<file path="src/rtl/piezo_rx_detector_pkg.sv">
// ---------------------------------------------------------------------------
// piezo_rx_detector_pkg
// Shared types and constants for the ultrasonic receive detector.
//   det_state_e   : detector FSM states (IDLE/QUAL/HOLD/BLANK)
//   DEF_*         : default parameter values used by piezo_rx_detector
//   stat_cnt_t    : debug event/reject counter pair
//   sat_inc()     : saturating counter update with clear priority
//   max3()        : elaboration-time helper for sizing the shared counter
// ---------------------------------------------------------------------------
package piezo_rx_detector_pkg;

  typedef enum logic [1:0] {
    ST_IDLE  = 2'd0,
    ST_QUAL  = 2'd1,
    ST_HOLD  = 2'd2,
    ST_BLANK = 2'd3
  } det_state_e;

  localparam int DEF_SYNC_STAGES  = 2;
  localparam int DEF_FILT_LEN     = 8;
  localparam int DEF_PULSE_HOLD   = 16;
  localparam int DEF_BLANK_CYCLES = 20000;
  localparam int DEF_TX_GUARD     = 2500;
  localparam int DEF_TS_WIDTH     = 32;

  localparam int          STAT_W   = 16;
  localparam logic [15:0] STAT_MAX = 16'hFFFF;

  typedef struct packed {
    logic [STAT_W-1:0] det;
    logic [STAT_W-1:0] rej;
  } stat_cnt_t;

  // Clear wins over a same-cycle increment; counters stick at all-ones.
  function automatic logic [STAT_W-1:0] sat_inc(input logic [STAT_W-1:0] v,
                                                 input logic clr,
                                                 input logic inc);
    logic [STAT_W-1:0] r;
    r = v;
    if (clr)                        r = '0;
    else if (inc && v != STAT_MAX)  r = v + STAT_W'(1);
    return r;
  endfunction

  function automatic int max3(input int a, input int b, input int c);
    int m;
    m = a;
    if (b > m) m = b;
    if (c > m) m = c;
    return m;
  endfunction

endpackage

</file>
<file path="src/rtl/piezo_rx_detector_in_sync.sv">
// ---------------------------------------------------------------------------
// piezo_rx_detector_in_sync
// STAGES-deep synchroniser for the asynchronous comparator output.
//   clock   : system clock
//   reset_n : asynchronous active-low reset, clears the chain to 0
//   d       : asynchronous input
//   q       : synchronised output (last flop of the chain)
// ---------------------------------------------------------------------------
module piezo_rx_detector_in_sync #(
  parameter int STAGES = 2
) (
  input  logic clock,
  input  logic reset_n,
  input  logic d,
  output logic q
);

  logic [STAGES-1:0] chain;

  always_ff @(posedge clock or negedge reset_n) begin
    if (!reset_n) chain <= '0;
    else          chain <= {chain[STAGES-2:0], d};
  end

  assign q = chain[STAGES-1];

endmodule

</file>
<file path="src/rtl/piezo_rx_detector.sv">
// ---------------------------------------------------------------------------
// piezo_rx_detector
// Cleans the raw ultrasonic comparator level for the PTP sync block:
// synchronises it, requires FILT_LEN consecutive high samples, then drives a
// fixed PULSE_HOLD-cycle detection level followed by a BLANK_CYCLES echo
// blanking window. Input is ignored while we transmit and for TX_GUARD cycles
// afterwards. Each detection is timestamped with the free-running ts_cnt
// value at the raw edge (filter + synchroniser latency removed).
//   clock          : system clock
//   reset_n        : asynchronous active-low reset; deassertion is expected
//                    to be synchronous to clock (handled upstream)
//   enable         : 1 = detector armed; 0 forces IDLE on the next edge
//   piezo_raw_in   : asynchronous comparator output
//   tx_active_in   : own transmit burst active (clock domain)
//   clear_counts   : one-cycle strobe, zeroes det_count and rej_count
//   det_out        : clean detection level
//   det_pulse      : strobe on the first det_out cycle
//   det_timestamp  : ts_cnt at the qualified raw edge
//   det_count      : saturating detection count
//   rej_count      : saturating aborted-qualification count
// ---------------------------------------------------------------------------
module piezo_rx_detector
  import piezo_rx_detector_pkg::*;
#(
  parameter int SYNC_STAGES  = DEF_SYNC_STAGES,
  parameter int FILT_LEN     = DEF_FILT_LEN,
  parameter int PULSE_HOLD   = DEF_PULSE_HOLD,
  parameter int BLANK_CYCLES = DEF_BLANK_CYCLES,
  parameter int TX_GUARD     = DEF_TX_GUARD,
  parameter int TS_WIDTH     = DEF_TS_WIDTH
) (
  input  logic                clock,
  input  logic                reset_n,
  input  logic                enable,
  input  logic                piezo_raw_in,
  input  logic                tx_active_in,
  input  logic                clear_counts,
  output logic                det_out,
  output logic                det_pulse,
  output logic [TS_WIDTH-1:0] det_timestamp,
  output logic [15:0]         det_count,
  output logic [15:0]         rej_count
);

  // One counter serves qualification, hold and blanking, since only one of
  // those phases is ever active.
  localparam int CW = $clog2(max3(FILT_LEN, PULSE_HOLD, BLANK_CYCLES) + 1);
  // +2 keeps the width at least 1 when TX_GUARD = 0.
  localparam int GW = $clog2(TX_GUARD + 2);

  localparam logic [CW-1:0]       QUAL_LAST = CW'(FILT_LEN - 1);
  localparam logic [CW-1:0]       HOLD_N    = CW'(PULSE_HOLD);
  localparam logic [CW-1:0]       BLANK_N   = CW'(BLANK_CYCLES);
  localparam logic [GW-1:0]       GUARD_N   = GW'(TX_GUARD);
  // Edges between the raw sample and the HOLD-entry edge.
  localparam logic [TS_WIDTH-1:0] TS_LAT    = TS_WIDTH'(SYNC_STAGES + FILT_LEN - 1);

  det_state_e          state, state_nxt;
  logic [CW-1:0]       cnt, cnt_nxt;
  logic [GW-1:0]       guard_cnt;
  logic [TS_WIDTH-1:0] ts_cnt;
  stat_cnt_t           stats;
  logic                s;
  logic                guard;
  logic                enter_hold;
  logic                reject;

  // -------------------------------------------------------------------------
  // Input synchroniser
  // -------------------------------------------------------------------------
  piezo_rx_detector_in_sync #(.STAGES(SYNC_STAGES)) u_sync (
    .clock   (clock),
    .reset_n (reset_n),
    .d       (piezo_raw_in),
    .q       (s)
  );

  // -------------------------------------------------------------------------
  // Transmit guard: reloads while transmitting, then counts down so the
  // ringing of our own transducer is not taken as a reception.
  // -------------------------------------------------------------------------
  assign guard = tx_active_in | (guard_cnt != '0);

  always_ff @(posedge clock or negedge reset_n) begin
    if (!reset_n)               guard_cnt <= '0;
    else if (tx_active_in)      guard_cnt <= GUARD_N;
    else if (guard_cnt != '0)   guard_cnt <= guard_cnt - GW'(1);
  end

  // -------------------------------------------------------------------------
  // Free-running timestamp counter, independent of enable
  // -------------------------------------------------------------------------
  always_ff @(posedge clock or negedge reset_n) begin
    if (!reset_n) ts_cnt <= '0;
    else          ts_cnt <= ts_cnt + TS_WIDTH'(1);
  end

  // -------------------------------------------------------------------------
  // Detector FSM
  // -------------------------------------------------------------------------
  always_ff @(posedge clock or negedge reset_n) begin
    if (!reset_n) begin
      state <= ST_IDLE;
      cnt   <= '0;
    end else begin
      state <= state_nxt;
      cnt   <= cnt_nxt;
    end
  end

  always_comb begin
    state_nxt  = state;
    cnt_nxt    = cnt;
    enter_hold = 1'b0;
    reject     = 1'b0;
    if (!enable) begin
      state_nxt = ST_IDLE;
      cnt_nxt   = '0;
    end else begin
      case (state)
        ST_IDLE: begin
          if (s && !guard) begin
            cnt_nxt = CW'(1);
            if (FILT_LEN == 1) begin
              state_nxt  = ST_HOLD;
              enter_hold = 1'b1;
            end else begin
              state_nxt  = ST_QUAL;
            end
          end
        end
        ST_QUAL: begin
          // A drop mid-qualification is a glitch; a guard hit is not.
          if (!s) begin
            state_nxt = ST_IDLE;
            cnt_nxt   = '0;
            reject    = 1'b1;
          end else if (guard) begin
            state_nxt = ST_IDLE;
            cnt_nxt   = '0;
          end else if (cnt == QUAL_LAST) begin
            state_nxt  = ST_HOLD;
            cnt_nxt    = CW'(1);
            enter_hold = 1'b1;
          end else begin
            cnt_nxt = cnt + CW'(1);
          end
        end
        ST_HOLD: begin
          if (cnt == HOLD_N) begin
            if (BLANK_CYCLES == 0) begin
              state_nxt = ST_IDLE;
              cnt_nxt   = '0;
            end else begin
              state_nxt = ST_BLANK;
              cnt_nxt   = CW'(1);
            end
          end else begin
            cnt_nxt = cnt + CW'(1);
          end
        end
        ST_BLANK: begin
          if (cnt == BLANK_N) begin
            state_nxt = ST_IDLE;
            cnt_nxt   = '0;
          end else begin
            cnt_nxt = cnt + CW'(1);
          end
        end
        default: begin
          state_nxt = ST_IDLE;
          cnt_nxt   = '0;
        end
      endcase
    end
  end

  // -------------------------------------------------------------------------
  // Registered outputs. det_out follows the next state so it rises on the
  // HOLD-entry edge together with det_pulse, the count and the timestamp.
  // -------------------------------------------------------------------------
  always_ff @(posedge clock or negedge reset_n) begin
    if (!reset_n) begin
      det_out       <= 1'b0;
      det_pulse     <= 1'b0;
      det_timestamp <= '0;
    end else begin
      det_out   <= (state_nxt == ST_HOLD);
      det_pulse <= enter_hold;
      if (enter_hold) det_timestamp <= ts_cnt - TS_LAT;
    end
  end

  always_ff @(posedge clock or negedge reset_n) begin
    if (!reset_n) begin
      stats <= '0;
    end else begin
      stats.det <= sat_inc(stats.det, clear_counts, enter_hold);
      stats.rej <= sat_inc(stats.rej, clear_counts, reject);
    end
  end

  assign det_count = stats.det;
  assign rej_count = stats.rej;

endmodule

</file>
<file path="config.mk">
export PLATFORM = sky130hd
export DESIGN_NAME = piezo_rx_detector
export DESIGN_NICKNAME = d
export VERILOG_FILES = /design/src/rtl/piezo_rx_detector_pkg.sv /design/src/rtl/piezo_rx_detector_in_sync.sv /design/src/rtl/piezo_rx_detector.sv
export SDC_FILE = /design/constraint.sdc
export NUM_CORES = 1
export LEC_CHECK = 0
export BUFFER_PORTS_ARGS = -buffer_cell sky130_fd_sc_hd__buf_4
export CORE_ASPECT_RATIO = 1.4
export CORE_MARGIN = 3
export CORE_UTILIZATION = 40
export DETAILED_ROUTE_END_ITERATION = 7
export HOLD_SLACK_MARGIN = 0.08
export SYNTH_ARGS = -nofsm -noshare
export SYNTH_HDL_FRONTEND = slang
export SYNTH_SLANG_ARGS = --single-unit
</file>
<file path="constraint.sdc">
create_clock -name clock -period 2.35 [get_ports clock]
set_clock_uncertainty 0.2 [all_clocks]
set_input_delay 0.47 -clock clock [delete_from_list [all_inputs] [get_ports clock]]
set_output_delay 0.47 -clock clock [all_outputs]
set_load 0.05 [all_outputs]
</file>
# [Word level (Yosys, flattened, before mapping)]
# Cells that the tools add are included.
[totals] ff_bits=129 inputBits=6 out_inout_bits=66 elab_cells=66
[op_classes] addsub=6 n_eq_ne=10 mux=30 bitwise_logic=1 n_reduce_logical=9
[op_table] op="15-bit two-way mux" count=7
[op_table] op="16-bit two-way mux" count=4
[op_table] op="15-bit case mux with 4 select lines" count=1
[op_table] op="16-bit by 1-bit adder with 16-bit output (second input constant)" count=2
[op_table] op="32-bit by 1-bit adder with 32-bit output (second input constant)" count=1
[op_table] op="16-bit inequality test (second input constant)" count=2
[op_table] op="32-bit by 4-bit subtractor with 32-bit output (second input constant)" count=1
[op_table] op="12-bit two-way mux" count=2
[op_table] op="15-bit by 1-bit adder with 15-bit output (second input constant)" count=1
[op_table] op="15-bit == test (second input constant)" count=1
[op_table] op="15-bit by 3-bit == test with 1-bit output (second input constant)" count=1
[op_table] op="15-bit by 5-bit == test with 1-bit output (second input constant)" count=1
[op_table] op="2-bit two-way mux" count=7
[op_table] op="12-bit nonzero test" count=1
[op_table] op="12-bit by 1-bit subtractor with 12-bit output (second input constant)" count=1
[op_table] op="1-bit two-way mux" count=8
[op_table] op="2-bit case mux with 4 select lines" count=1
[op_table] op="2-bit == test (second input constant)" count=3
[op_table] op="2-bit nonzero test" count=3
[op_table] op="1-bit logical AND" count=3
[op_table] op="3-bit inequality test (second input constant)" count=1
[op_table] op="2-bit by 1-bit == test with 1-bit output (second input constant)" count=1
[op_table] op="2-bit logical NOT" count=1
[op_table] op="1-bit logical NOT" count=1
[op_table] op="1-bit bitwise OR" count=1

# [Longest topological paths before layout]
# Gate-level depths: netlist (run 1).
[depth] ltp_word=9 ltp_mapped=10

# [By module]
# Synthesis (run 1) repeated with hierarchy kept, for this count alone.
[hier_totals] hier_cells=728 area_unflattened_um2=6811.5
[modules_own_cells] module="piezo_rx_detector" instances=1 cells_per_inst=726 area_per_inst_um2=6761.5 seq_area_each_um2=3178.0
[modules_own_cells] module="piezo_rx_detector_in_sync" instances=1 cells_per_inst=2 area_per_inst_um2=50.0 seq_area_each_um2=50.0

# [Worst setup path after synthesis (run 1)]
# Ideal clock, no wire load.
[synth_timing] path_type="register to register" from="register stats (netlist bit det_count[0])" to="register stats (netlist bit det_count[8])" arrival_time_ns=2.156 required_ns=2.018 slack_ns=-0.137 stages_incl_launch_ff=9 n_path_buf=1 period_less_slack_ns=2.487 path_cell_list="dfrtp_1 -> ha_1 -> and3_1 -> and4bb_2 -> or3_1 -> clkbuf_1 -> nor3_1 -> xnor2_1 -> nor2_1"
[synth_via] elab_chain_cells=3 elab_cells_between_ends=6 cone_classes="add/sub: 1; eq/ne: 1; mux: 2; reduce/logical: 2"
[synth_rtl] element="start: declaration" line="piezo_rx_detector.sv:62" rtl="stat_cnt_t stats;"
[synth_rtl] element="16-bit by 1-bit adder with 16-bit output or 16-bit inequality test (tied branches)" line="piezo_rx_detector_pkg.sv:41" rtl="else if (inc && v != STAT_MAX) r = v + STAT_W'(1);"
[synth_rtl] element="16-bit two-way mux or 1-bit logical AND (tied branches)" line="piezo_rx_detector_pkg.sv:41"
[synth_rtl] element="16-bit two-way mux or 2-bit nonzero test (tied branches)"
# Several ways; a longest one is shown, not always the timed one. The select of a mux whose other input is x is not followed.
# A chain may end at the register's enable or synchronous reset.

# [Final worst setup path (run 1)]
[layout_timing] from="register guard_cnt[1]" to="register cnt[13]"
[layout_via] elab_chain_cells=6 elab_cells_between_ends=9 cone_classes="eq/ne: 1; mux: 4; bitwise: 1; reduce/logical: 3"
[layout_rtl] element="start: declaration" line="piezo_rx_detector.sv:60" rtl="logic [GW-1:0] guard_cnt;"
[layout_rtl] element="start signal: assignment" line="piezo_rx_detector.sv:87" rtl="else if (guard_cnt != '0) guard_cnt <= guard_cnt - GW'(1);"
[layout_rtl] element="12-bit nonzero test *" line="piezo_rx_detector.sv:82" rtl="assign guard = tx_active_in | (guard_cnt != '0);"
[layout_rtl] element="1-bit bitwise OR *" line="piezo_rx_detector.sv:82"
[layout_rtl] element="15-bit two-way mux" line="piezo_rx_detector.sv:138" rtl="end else if (guard) begin"
[layout_rtl] element="15-bit two-way mux" line="piezo_rx_detector.sv:134" rtl="if (!s) begin"
[layout_rtl] element="15-bit case mux with 4 select lines" line="piezo_rx_detector.sv:120" rtl="case (state)"
[layout_rtl] element="15-bit two-way mux" line="piezo_rx_detector.sv:116" rtl="if (!enable) begin"
[layout_rtl] element="end signal: assignment" line="piezo_rx_detector.sv:107" rtl="cnt <= cnt_nxt;"
[layout_rtl] element="end: declaration" line="piezo_rx_detector.sv:59" rtl="logic [CW-1:0] cnt, cnt_nxt;"
# Mark *: on every way between the ends. The rest lies on a longest branch, timed or not.

==> flow_summary.toml, run 1 <==
[synthesis]
synth_edf_count = 0
yosysTopAreaCell = "dfrtp_1"
muxShareOfSynthArea_pct = 0.151
syn_area_mm2 = 0.00662
synth_adder_area_share_pct = 1.51
ys_seq_area_share_pct = 48.8
async_flop_share_pct = 100
synth.distinct_cells = 63
synthCells = 684
yosys_most_used_dff = "dfrtp_1"
avgSynthCellArea_um2 = 9.68
synth.area.top_cells = "dfrtp_1, xnor2_1, nand2_1"
yosys_warnings = 0
synth-compound-area-share_pct = 8.05
synth-simple-area-share_pct = 26.0
synth_top_area_share_pct = 48.8
synth_top_family_by_area = "simple AND/OR/NAND/NOR gates"
synth_nets = 698
synth-xor-area-share_pct = 12.6
synth-seq-cells = 129

[layout]
area_delta_synth_final_pct = 33.4
fillers = 1408
finish.utilization_pct = 54.6
diodes = 0
final_cell_mix = "buf_4, dfrtp_1, nand2_1, nor2_1, xnor2_1"
layout.nets = 848
final_cells = 1046
layout_commonest_cell = "buf_4"
drive_above_1_share_pct = 28.7

[clocking]
htree_levels = 4
clock_sinks = 129
cts_tree = "yes"
cts_made_buffers = 17
cts.path.max_buffers = 2
clk_pin_slew_ps = 60
root_buffer = "clkbuf_16"
clock_latency_ps = 420

[floorplan]
initial_utilization_pct = 40.9
num_io_pins = 72
die_h_um = 158
die_x_um = 115
core_mm2 = 0.0162
die-area_mm2 = 0.0182
rows = 55

[setup_path]
path_cells = "inv_2, ha_4, nor4b_1, nand4_1, buf_4, nor4_4, a31o_2, buf_4, a31oi_1, a31oi_1"
timing.critical_path.to_type = "register"
critPathSlowestCell = "dfrtp_1"
cp_max_fo = 7
startpoint_type = "register"
path_depth = 10
reg2regPathDepth = 10
crit_buf_inv = 3
slowest_delay_ps = 390
cp_top_family = "simple AND/OR/NAND/NOR gates"
critical_path_required_ps = 2480
crit_type = "reg -> reg"
arrival_ps = 2580

[sta]
finalHoldViolCount = 0
fin_crit_ps = 2450
fmax_ghz = 0.408
worst_slack_ps = -100
min_period_over_period_pct = 104
slew_viol_final = 0
worst_slew_pin_slew_ps = 510
setup_viol = 45
timing.hold.ws_ps = 164
rsz0062_at_grt = "true"
slew_headroom_pct = 66.0

[global_route]
grt_pass1_vias = 5703
grt_pass1_wl_mm = 27.5
antenna_found_initial = 0
grt_overflow_total = 0
grt.total_usage_pct = 18.7
grt_max_degree = 86

[placed_design]
place_hpwl_mm = 11.6
dp_cells = 996
place_ws_ps = -148
gp_congestion = 0.894
io_buffers = 71

[power]
power.total_mw = 5.01
swShare_pct = 21.6
switching_power_mw = 1.08
intPower_mw = 3.93
power_frac_seq_pct = 44.9
p_leak_nw = 3.99
comb_power_share_pct = 3.9
power.share.clock_pct = 51.2
ir_worst_vdd_mv = 0.436
power.density_mw_per_mm2 = 567

[drt]
drt_iter0_markers = 216
first_pass_iters = 4
vias = 5620
via_per_inst = 5.37
drt_wl_total_mm = 16.8
ant_nets = 0
drc = 0
wl_per_cell_um = 16.1

[outcome]
violations = "negative setup slack"
outcome = "finished, violations left"

[worst_hold_path]
holdCritPathClass = "reg -> reg"
min_path_cells = 0

[flow_run]
maxCapViolations = 0
[metal layers]
layer	routed length, um	track usage, %	vias to the layer above	part of all wire, %
li1	-	-	2687	-
met1	6830	22.3	2752	41
met2	8990	33.0	138	53
met3	542	3.86	43	3.2
met4	452	7.27	0	2.7
met5	0	0	-	0
[worst reg2reg max path: stages (launching register included)]
cell,delay (ps)
dfrtp_1,390
inv_2,90
ha_4,130
nor4b_1,280
nand4_1,170
buf_4,210
nor4_4,290
a31o_2,250
buf_4,140
a31oi_1,60
a31oi_1,160
[stage by stage]
stage / TNS, ps / area [um^2]
3_3_place_gp: -1970 / 7910
3_5_place_dp: -3720 / 7910
6_report: -1640 / 8840
4_1_cts: -296 / 8590
5_1_grt: -8780 / 8840
2_1_floorplan: -6.70 / 6650
[sequential cells by signal, indices dropped and copies added (netlist names), 2 cells and up]
register,cells
det_timestamp,32
ts_cnt,32
cnt,15
det_count,16
state,2
guard_cnt,12
rej_count,16
u_sync.chain,2
[path summary, 6_finish.rpt]
kind / from / to / slack [ps]
worst max-delay path: guard_cnt[1]$_DFFE_PN0P_ / cnt[13]$_DFFE_PN0P_ / -100
worst min-delay path: u_sync.chain[0]$_DFF_PN0_ / u_sync.chain[1]$_DFF_PN0_ / 160
worst max register to register: guard_cnt[1]$_DFFE_PN0P_ / cnt[13]$_DFFE_PN0P_ / -100
worst min register to register: u_sync.chain[0]$_DFF_PN0_ / u_sync.chain[1]$_DFF_PN0_ / 160
max in group asynchronous: reset_n / guard_cnt[10]$_DFFE_PN0P_ / 1130
min in group asynchronous: reset_n / guard_cnt[2]$_DFFE_PN0P_ / 380
[kinds of logic (layout without fill, tap and decap cells)]
family	Yosys count	in the layout
compound gates	86	87
xor+xnor	95	95
simple gates	317	317
buf+inv	48	210
flops	129	129
fa+ha+maj	8	8
mux	1	1
[power by group through the flow]
stage          clock [mW]  combinational (mW)  sequential [mW]
2_1_floorplan           0              0.0632             2.29
3_3_place_gp            0               0.174             2.29
3_5_place_dp            0               0.179             2.29
4_1_cts              2.63               0.190             2.25
5_1_grt              2.74               0.218             2.25
6_report             2.57               0.195             2.25
[synth_stat cells, types with 3 or more instances]
cell      instances
a22o_1            3
inv_1            14
nand3_1          34
or3_1            11
nand2b_1         10
a21o_1            3
nor4_1            9
and2_1            4
nand2_1          77
and4_1           10
clkbuf_1         24
dfrtp_1         129
o21ai_1           5
nor2_1           67
and3_1           22
nor4b_1           3
o21ai_0          32
nand4_1          16
buf_2             9
ha_1              8
xnor2_1          64
a31oi_1          11
xor2_1           31
nor3_1           23
a21oi_1          13
[final cells by class]
type	count	area, um^2	area share [%]
clock buffer	23	468	5.30
clock inverter	9	106	1.20
inverter	14	52.6	0.595
multi-input combinational	508	3420	38.7
sequential	129	3230	36.6
tap	199	249	2.82
timing repair buffer	164	1310	14.8
[timing repair]
item / CTS / global route
setup buffers: 3 / 12
gates cloned: 0 / 2
hold buffers: 2 / 0
resized for setup: 13 / 29
pin swaps: 15 / 13
endpoints found under the setup margin: 54 / 77
endpoints found under the hold margin: 130 / 0
Power figures use the tool's default switching activity.
==> inputs of run 2 (changes only) <==
- BUFFER_PORTS_ARGS: -buffer_cell sky130_fd_sc_hd__buf_4 -> unset
- CORE_MARGIN: 3 -> unset
- DONT_BUFFER_PORTS: unset -> 1
==> run 2 against run 1 <==
Against the previous run:
- the flow finishes with violations (negative hold slack, negative setup slack)
- non-clock buffer count down 43
- sequential power barely moved
- maximum frequency decreased by 0.68%
- critical path depth fell by 2
- sequential share of layout area is 0.28 points higher
- wire length grew 6.0%
- highest routed layer unchanged
==> flow_summary.toml, run 2 (synthesis results as in run 1) <==
[outcome]
outcome = "finished, violations left"
violations = "negative hold slack, negative setup slack"

[setup_path]
crit_buf_inv = 2
critical_path_required_ps = 2440
rr_endpoint = "cnt[9]$_DFFE_PN0P_"
reg2reg_slack_ps = -120
crit_type = "reg -> reg"
startpoint_type = "register"
path_cells = "inv_2, ha_4, or4b_4, nor4_4, buf_4, nand2_4, and3_4, a221o_1"
cp_max_fo = 5
critPathSlowestCell = "or4b_4"
slowest_delay_ps = 490
crit_end = "cnt[9]$_DFFE_PN0P_"
cp_top_family = "simple AND/OR/NAND/NOR gates"
path_depth = 8
reg2reg_from = "guard_cnt[1]$_DFFE_PN0P_"
critPathLaunch = "guard_cnt[1]$_DFFE_PN0P_"
reg2regPathDepth = 8
timing.critical_path.to_type = "register"
arrival_ps = 2560

[sta]
setup_viol = 16
setup_tns_ps = -735
fmax_ghz = 0.405
fin_crit_ps = 2470
slew_headroom_pct = 22.0
worst_slack_ps = -117
slew_viol_final = 0
finalHoldViolCount = 129
rsz0062_at_grt = "true"
min_period_over_period_pct = 105
worst_slew_pin_slew_ps = 1170
timing.hold.ws_ps = -453

[clocking]
clock_latency_ps = 420
cts_tree = "yes"
root_buffer = "clkbuf_16"
cts_made_buffers = 17
clk_pin_slew_ps = 60
hold_buffers = 4
cts.path.max_buffers = 2
clock_sinks = 129
htree_levels = 4

[global_route]
grt_overflow_total = 0
antenna_found_initial = 0
grt_pass1_wl_mm = 27.3
grt.total_usage_pct = 19.9
grt_pass1_vias = 5618
grt_max_degree = 130

[floorplan]
rows = 55
die_h_um = 154
die-area_mm2 = 0.0171
num_io_pins = 72
die_x_um = 111
core_mm2 = 0.0162
initial_utilization_pct = 40.9

[drt]
first_pass_iters = 6
wl_per_cell_um = 17.8
drc = 0
drt_wl_total_mm = 17.8
ant_nets = 0
vias = 5540
via_per_inst = 5.53
drt_iter0_markers = 238

[placed_design]
place_hpwl_mm = 11.1
io_buffers = 0
gp_congestion = 0.850

[power]
switching_power_mw = 1.04
p_leak_nw = 3.87
power.density_mw_per_mm2 = 576
ir_worst_vdd_mv = 0.437
intPower_mw = 4.02
power.share.clock_pct = 52.8
comb_power_share_pct = 2.6
power_frac_seq_pct = 44.6
swShare_pct = 20.5

[layout]
layout.nets = 805
regArea_mm2 = 0.00323
fillers = 1378
drive_above_1_share_pct = 29.0
layout_commonest_cell = "dfrtp_1"
final_cell_mix = "dfrtp_1, buf_4, xnor2_1, nor2_1, nand2_1"
multi_input_area_mm2 = 0.00359
largestRegisters = "det_timestamp x32, ts_cnt x32"
area_delta_synth_final_pct = 32.4
diodes = 0

[worst_hold_path]
holdCritPathClass = "in -> async"

[flow_run]
maxCapViolations = 0
run 2: cell count changes in the layout (fill, tap and decap cells not counted), sizes merged:
| cell | before | now |
|---|---|---|
| clkbuf | 24 | 25 |
| clkinv | 3 | 6 |
| clkinvlp | 3 | 1 |
| buf | 161 | 113 |
| dlygate4sd3 | 2 | 4 |
| inv | 15 | 14 |
| bufinv | 2 | 3 |
run 2: worst min path at each step:
stage,endpoint,start,slack (ps)
6_report,guard_cnt[4]$_DFFE_PN0P_,reset_n,-450
4_1_cts,guard_cnt[4]$_DFFE_PN0P_,reset_n,-470
2_1_floorplan,cnt[0]$_DFFE_PN0P_,reset_n,-30
3_3_place_gp,guard_cnt[3]$_DFFE_PN0P_,reset_n,-20
5_1_grt,guard_cnt[4]$_DFFE_PN0P_,reset_n,-470
3_5_place_dp,guard_cnt[0]$_DFFE_PN0P_,reset_n,-20
run 2: cell type report:
cell class	instances	share of cell area [%]
clock inverters	10	1.54
well taps	199	2.84
inverters	14	0.599
clock buffers	21	5.25
multi-input cells	508	40.9
flip-flops and latches	129	36.9
repair buffers	121	12.0
run 2: stage by stage:
step,utilization (%),power (mW),worst slack [ps],area (um^2),std cells
after floorplan,-,2.36,-6.70,6650,684
after CTS,51.3,5.09,-99.5,8300,991
after global routing,54.2,5.21,-179,8770,1002
final,54.2,5.05,-117,8770,1002
after global placement,46.5,2.38,-123,7510,948
after detailed placement,46.5,2.39,-133,7510,948
run 2: worst register-to-register path: stages (launching register included):
cell	delay [ps]
dfrtp_1	390
inv_2	90
ha_4	130
or4b_4	490
nor4_4	260
buf_4	190
nand2_4	100
and3_4	200
a221o_1	310
run 2: metal layers:
layer,vias up,track usage [%],wire length (um)
met5,-,0,0
met4,0,9.33,596
met3,33,4.70,717
met2,154,35.8,9690
met1,2762,22.1,6810
li1,2591,-,-
run 2: what timing repair did:
action	4_1_cts	5_1_grt
hold endpoints to repair	177	129
gates resized for setup	12	97
gates cloned	1	7
pin swaps	7	26
setup buffers	8	4
setup endpoints to repair	59	76
run 2: power groups by stage:
stage	Combinational (mW)	Sequential (mW)	Clock (mW)
2_1_floorplan	0.0632	2.29	0
3_3_place_gp	0.0940	2.29	0
3_5_place_dp	0.0994	2.29	0
4_1_cts	0.127	2.25	2.71
5_1_grt	0.145	2.25	2.81
6_report	0.133	2.25	2.67
